### src/rtl/timer_control.sv
// timer_control: debounces the start/stop/reset buttons and sequences IDLE/RUN/PAUSE/DONE for the countdown stage.
// Optional build macro PAUSE_TOGGLE_EN: a start press while running pauses instead of being ignored.
`default_nettype none

module timer_control #(
    parameter int DEBOUNCE_CYCLES = 16
) (
    input  logic       clk,
    input  logic       reset,
    input  logic       btn_start_raw,
    input  logic       btn_stop_raw,
    input  logic       btn_reset_raw,
    input  logic       alarm_in,
    output logic       start,
    output logic       stop,
    output logic       timer_reset,
    output logic [1:0] state_o
);

    localparam int CNT_W = $clog2(DEBOUNCE_CYCLES + 1);
    localparam logic [CNT_W-1:0] CNT_LAST = CNT_W'(DEBOUNCE_CYCLES - 1);

    typedef enum logic [1:0] {
        IDLE  = 2'b00,
        RUN   = 2'b01,
        PAUSE = 2'b10,
        DONE  = 2'b11
    } state_t;

    // Bit order for the per-button vectors: 0 = start, 1 = stop, 2 = reset.
    logic [2:0] raw;
    logic [2:0] press;

    assign raw = {btn_reset_raw, btn_stop_raw, btn_start_raw};

    generate
        for (genvar i = 0; i < 3; i++) begin : g_btn
            logic             s1;
            logic             s2;
            logic             db;
            logic             db_d;
            logic             evt;
            logic [CNT_W-1:0] cnt;

            always_ff @(posedge clk) begin
                if (reset) begin
                    s1   <= 1'b0;
                    s2   <= 1'b0;
                    db   <= 1'b0;
                    db_d <= 1'b0;
                    evt  <= 1'b0;
                    cnt  <= '0;
                end else begin
                    s1   <= raw[i];
                    s2   <= s1;
                    db_d <= db;
                    evt  <= db & ~db_d;
                    // Any return to the accepted level restarts the stability count.
                    if (s2 == db) begin
                        cnt <= '0;
                    end else if (cnt == CNT_LAST) begin
                        db  <= s2;
                        cnt <= '0;
                    end else begin
                        cnt <= cnt + 1'b1;
                    end
                end
            end

            assign press[i] = evt;
        end
    endgenerate

    state_t state;
    state_t state_next;
    logic   timer_reset_next;

    always_ff @(posedge clk) begin
        if (reset) begin
            state       <= IDLE;
            timer_reset <= 1'b0;
        end else begin
            state       <= state_next;
            timer_reset <= timer_reset_next;
        end
    end

    always_comb begin
        state_next       = state;
        timer_reset_next = 1'b0;
        if (press[2]) begin
            state_next       = IDLE;
            timer_reset_next = 1'b1;
        end else if (state == RUN && alarm_in) begin
            state_next = DONE;
        end else if (press[1] && state == RUN) begin
            state_next = PAUSE;
        end else if (press[0]) begin
            case (state)
                IDLE:    state_next = RUN;
                PAUSE:   state_next = RUN;
`ifdef PAUSE_TOGGLE_EN
                RUN:     state_next = PAUSE;
`else
                RUN:     state_next = RUN;
`endif
                default: state_next = state;
            endcase
        end
    end

    assign start   = (state == RUN);
    assign stop    = (state == PAUSE) || (state == DONE);
    assign state_o = state;

endmodule

`default_nettype wire

### config.mk
export PLATFORM = sky130hd
export DESIGN_NAME = timer_control
export DESIGN_NICKNAME = d
export VERILOG_FILES = /design/src/rtl/timer_control.sv
export SDC_FILE = /design/constraint.sdc
export NUM_CORES = 1
export LEC_CHECK = 0
export CAP_MARGIN = 20
export CORE_MARGIN = 2
export CORE_UTILIZATION = 53
export CTS_CLUSTER_SIZE = 20
export DETAILED_ROUTE_END_ITERATION = 10
export GPL_TIMING_DRIVEN = 1
export PLACE_DENSITY = 0.82
export SYNTH_ARGS = -nofsm -noshare
export SYNTH_HDL_FRONTEND = slang
export SYNTH_SLANG_ARGS = --single-unit
### constraint.sdc
create_clock -name clk -period 1.8 [get_ports clk]
set_input_delay 0.27 -clock clk [delete_from_list [all_inputs] [get_ports clk]]
set_output_delay 0.27 -clock clk [all_outputs]
set_load 0.02 [all_outputs]
==> results.json, run 1 <==
{
  "area.growth.synth_to_final_pct": 16.8,
  "dieArea_sq_um": 2530,
  "start_util_pct": 56.8,
  "avgSynthCellArea_sq_um": 10.7,
  "antenna_cells": 0,
  "ant_nets": 0,
  "drt_iter0_drc": 6,
  "clk_pin_slew_ns": 0.09,
  "synth-seq-cells": 33,
  "wl_met2_microns": 661,
  "timing.critical_path.cells": "clkdlybuf4s50_1",
  "power_leakage_nw": 0.526,
  "dieWidth_microns": 50.3,
  "fin_skew_ns": 0.00469,
  "drt-met1-wl_microns": 649,
  "finalSetupTns_ns": 0,
  "root_buffer": "clkbuf_4",
  "gp_congestion": 0.677,
  "htree_num_levels": 2,
  "yosysSeqAreaShare_pct": 58.1,
  "setup_viol": 0,
  "wl_microns": 1450,
  "synth_nets": 118,
  "post-route-period-util_pct": 91.1,
  "peakVddDrop_uv": 681,
  "clockPowerShare_pct": 32.5,
  "hold_viol_final": 0,
  "critPathRequiredTime_ns": 1.53,
  "num-fill-cells": 170,
  "synth_fa_ha_area_share_pct": 6.61,
  "cap_violations": 0,
  "relSlewSlack_pct": 82.9,
  "clockBufferDepth": 2,
  "synthesis.area_sq_um": 1140,
  "synth_compound_area_share_pct": 1.98,
  "cp_slowest_cell": "clkdlybuf4s50_1",
  "avgRoutedWirePerCell_microns": 9.60,
  "rsz0062_at_grt": "no",
  "synth_cells": 106,
  "final.min_clock_period_ns": 1.64,
  "worst_pin_slew_ns": 0.256,
  "powerDensity_nw_per_um2": 865,
  "antenna_found_initial": 0,
  "grt_use_total_pct": 15.1,
  "hpwl_microns": 1090,
  "max_freq_ghz": 0.610,
  "synth_top_family_by_area": "simple AND/OR/NAND/NOR gates",
  "first_global_vias": 649,
  "vias": 712,
  "hp-class": "flop to flop",
  "multiInputGateArea_sq_um": 444,
  "crit_buf_inv": 1,
  "gr-total-overflow": 0,
  "coreArea_sq_um": 2000,
  "total_power_mw": 1.15,
  "synthDistinctLibCells": 19,
  "worstSkewPairLatency_ns": 0.32,
  "seq_area_sq_um": 661,
  "ys_warn_count": 0,
  "switchingPower_mw": 0.235,
  "grt_pass1_wl_microns": 2620,
  "crit_fanout": 6,
  "top_level_ports": 11,
  "cts_tree": "done",
  "p_seq_share_pct": 64.5,
  "routed_via_density": 4.72,
  "num_rows": 16,
  "cp-end-kind": "primary output",
  "postCtsSetupRepairBufs": 0,
  "p_comb_share_pct": 2.9,
  "status": "finished clean",
  "grt_max_degree": 10,
  "drc": 0,
  "crit_arrival_ns": 1.37,
  "maxSlewViolCount": 0,
  "critPathKind": "flop to primary output",
  "firstDrtPassIters": 3,
  "wl_met3_microns": 105,
  "muxShareOfSynthArea_pct": 2.64,
  "cts_num_sinks": 33,
  "cp_top_family": "buffers and inverters",
  "numCtsBuffers": 5,
  "numPortBuffers": 10,
  "die_y_microns": 50.3,
  "drive_gt1_share_pct": 8.06,
  "switching_share_pct": 20.5,
  "top_layer": "met4",
  "synthXorXnorAreaFrac_pct": 6.94,
  "start_kind": "flop",
  "p_int_mw": 0.914,
  "critPathMaxStageDelay_ns": 0.63,
  "fin_nets": 135,
  "synthSimpleGateAreaFrac_pct": 20.9
}
==> per-stage QoR <==
step           utilization, %  std cells  hold slack, ns  cell area [sq um]  setup WS (ns)
2_1_floorplan               -        106           0.342               1140          0.363
3_3_place_gp             63.7        143           0.372               1280          0.314
3_5_place_dp             63.7        143           0.373               1280          0.257
4_1_cts                  66.2        151           0.386               1330         0.0736
5_1_grt                  66.3        151           0.393               1330         0.0743
6_report                 66.3        151           0.383               1330          0.160
==> Yosys cell counts <==
master	n	area, sq um
nand2b_1	1	6.26
nor2b_1	14	87.6
ha_1	6	75.1
buf_2	1	5.00
nand3_1	3	15.0
dfxtp_1	33	661
or3_4	3	33.8
o32ai_1	1	8.76
nand2_1	1	3.75
xor2_1	3	26.3
nor3_1	1	5.00
inv_1	6	22.5
clkbuf_1	1	3.75
o21ai_0	1	5.00
and3_1	3	18.8
xnor2_1	6	52.6
nor2_1	18	67.6
a311oi_1	1	8.76
mux2i_1	3	30.0
==> placed cells by master (no fill, tap or decap), types with 2 or more instances in the layout <==
cell,n
dfxtp_1,33
nor2_1,18
nor2b_1,14
clkdlybuf4s50_1,9
inv_1,6
xnor2_1,6
ha_1,6
clkbuf_4,5
and3_1,3
or3_4,3
mux2i_1,3
nand3_1,3
xor2_1,3
clkbuf_1,3
buf_4,2
==> layout make-up <==
type                       count  area share (%)
sequential                    33            49.8
clock buffer                   8            3.68
multi-input combinational     65            33.5
tap                           27            2.54
inverter                       6            1.70
timing repair buffer          12            8.86
==> routing by layer <==
layer / up-vias / track usage, %
li1: 375 / -
met1: 317 / 15.4
met2: 16 / 21.9
met3: 4 / 10.1
met4: 0 / 10.8
met5: - / 0
==> sequential cells by signal, summed over array words and instances, names as in the netlist <==
| signal | count |
|---|---|
| g_btn.cnt | 15 |
| g_btn.db | 3 |
| g_btn.db_d | 3 |
| g_btn.evt | 3 |
| g_btn.s1 | 3 |
| g_btn.s2 | 3 |
| state_o | 2 |
| timer_reset | 1 |
==> path summary, 6_finish.rpt <==
check | startpoint | end | slack, ns | cells after the start
min | g_btn[2].db_d | g_btn[2].evt | 0.38 | 1
min reg2reg | g_btn[2].db_d | g_btn[2].evt | 0.38 | 1
max reg2reg | g_btn[0].cnt[0] | g_btn[0].cnt[3] | 0.25 | 5
max | state_o[1] | state_o[1] | 0.16 | 1
==> power by group through the flow <==
stage | Combinational [mW] | Clock [mW] | Sequential (mW)
floorplan | 0.0154 | 0 | 0.758
global placement | 0.0334 | 0 | 0.758
detailed placement | 0.0342 | 0 | 0.759
CTS | 0.0343 | 0.392 | 0.742
global route | 0.0376 | 0.432 | 0.743
finish | 0.0334 | 0.374 | 0.741
==> logic make-up (layout without fill, tap and decap cells) <==
logic type      after synthesis  in the layout
compound gates                3              3
simple gates                 44             44
fa+ha+maj                     6              6
buf+inv                       8             26
flops                        33             33
xor+xnor                      9              9
mux                           3              3
==> timing repair <==
item,in CTS,in global routing
resized for setup,0,1
endpoints found under the setup margin,0,1
hold buffers,0,0
No activity file was read; power rests on OpenSTA's default activity.
==> run 2: changes to the inputs <==
- PLACE_DENSITY: 0.82 -> not set
- PLACE_DENSITY_LB_ADDON: not set -> 0.15
==> run 2 against run 1 <==
Net effect: routed wire length up 3.1%; flip-flop and latch count unchanged; sequential share of layout area is 0.23 points lower; fmax rose by 0.20%; global-route usage down 0.50 points; critical endpoint unchanged; largest cell class unchanged.
==> results.json, run 2 (synthesized netlist as in run 1, its figures left out) <==
{
  "status": "finished clean",
  "coreArea_sq_um": 2000,
  "first_global_vias": 655,
  "area.growth.synth_to_final_pct": 17.4,
  "postCtsSetupRepairBufs": 0,
  "fin_cells": 150,
  "grt_pass1_wl_microns": 2680,
  "antenna_found_initial": 0,
  "antenna_cells": 0,
  "drc": 0,
  "largest-register": "g_btn.cnt",
  "htree_num_levels": 2,
  "worst_pin_slew_ns": 0.345,
  "cts_num_sinks": 33,
  "fin_skew_ns": 0.00525,
  "dieArea_sq_um": 2530,
  "post-route-period-util_pct": 90.9,
  "drive_gt1_share_pct": 8.94,
  "clockBufferDepth": 2,
  "cp_top_family": "buffers and inverters",
  "ant_nets": 0,
  "hp-class": "flop to flop",
  "gp_congestion": 0.701,
  "finalSetupTns_ns": 0,
  "start_kind": "flop",
  "vias": 706,
  "relSlewSlack_pct": 76.9,
  "numCtsBuffers": 5,
  "crit_fanout": 6,
  "numPortBuffers": 10,
  "post-place-cells": 143,
  "peakVddDrop_uv": 618,
  "layout_common_cells": "dfxtp_1 (33), nor2_1 (18), nor2b_1 (14)",
  "die_y_microns": 50.3,
  "clk_pin_slew_ns": 0.09,
  "powerDensity_nw_per_um2": 879,
  "layout_setup_ws_ns": 0.163,
  "num_rows": 16,
  "maxSlewViolCount": 0,
  "critPathRequiredTime_ns": 1.53,
  "final_common_cell": "dfxtp_1",
  "crit_buf_inv": 1,
  "firstDrtPassIters": 4,
  "wl_microns": 1500,
  "largest_register_ffs": 15,
  "cts_tree": "done",
  "rsz0062_at_grt": "no",
  "final_core_util_pct": 66.6,
  "root_buffer": "clkbuf_4",
  "critPathMaxStageDelay_ns": 0.63,
  "avgRoutedWirePerCell_microns": 9.97,
  "gr-total-overflow": 0,
  "fin_nets": 135,
  "top_level_ports": 11,
  "power_leakage_nw": 0.531,
  "crit_arrival_ns": 1.37,
  "cp_slowest_cell": "clkdlybuf4s50_1",
  "timing.critical_path.cells": "clkdlybuf4s50_1",
  "cap_violations": 0,
  "seq_area_sq_um": 661,
  "grt_use_total_pct": 14.6,
  "final.min_clock_period_ns": 1.64,
  "multiInputGateArea_sq_um": 444,
  "worstSkewPairLatency_ns": 0.31,
  "max_freq_ghz": 0.611,
  "dp_slack_ns": 0.250,
  "num-fill-cells": 168,
  "critPathKind": "flop to primary output",
  "drt_iter0_drc": 6,
  "hold_viol_final": 0,
  "start_util_pct": 56.8,
  "hpwl_microns": 1090,
  "cp-end-kind": "primary output",
  "setup_viol": 0,
  "routed_via_density": 4.71,
  "dieWidth_microns": 50.3,
  "cts_hold_buf": 0,
  "grt_max_degree": 10
}
## run 2: changes by cell type in the layout (fill, tap and decap cells not counted)
cell	before	now
clkbuf_8	0	1
clkbuf_1	3	1
## run 2: path summary, 6_finish.rpt
check,start,to,slack [ns],depth (start not counted)
worst min-delay path,g_btn[2].db_d,g_btn[2].evt,0.39,1
worst min register to register,g_btn[2].db_d,g_btn[2].evt,0.39,1
worst max register to register,g_btn[0].cnt[0],g_btn[0].cnt[2],0.24,5
worst max-delay path,state_o[1],state_o[1],0.16,1
## run 2: metal layers
layer	vias up	wire length [microns]	global-route usage, %
met3	3	79	6.25
li1	372	-	-
met4	0	23	8.11
met1	316	663	16.0
met2	15	729	23.7
met5	-	0	0
## run 2: final cells by class
cell class              instances  share of cell area [%]
flip-flops and latches         33                    49.5
multi-input cells              65                    33.3
repair buffers                 12                    8.82
clock buffers                   7                    4.13
well taps                      27                    2.53
inverters                       6                    1.69
## run 2: where the power goes
group	total, mW	internal, mW	switching [mW]
clock network	0.397	0.184	0.213
logic	0.0334	0.0204	0.0129
registers	0.741	0.738	0.00359
total	1.17	0.942	0.230
## run 2: stage by stage
step	total power, mW	cell area [sq um]	hold WS (ns)
detailed placement	0.792	1280	0.379
floorplan	0.773	1140	0.342
global route	1.23	1330	0.401
finish	1.17	1330	0.388
global placement	0.791	1280	0.373
CTS	1.19	1330	0.394
## run 2: what timing repair did
| action | 4_1_cts | 5_1_grt |
|---|---|---|
| endpoints found under the setup margin | 0 | 1 |
| gates resized for setup | 0 | 1 |
| endpoints found under the hold margin | 0 | 0 |
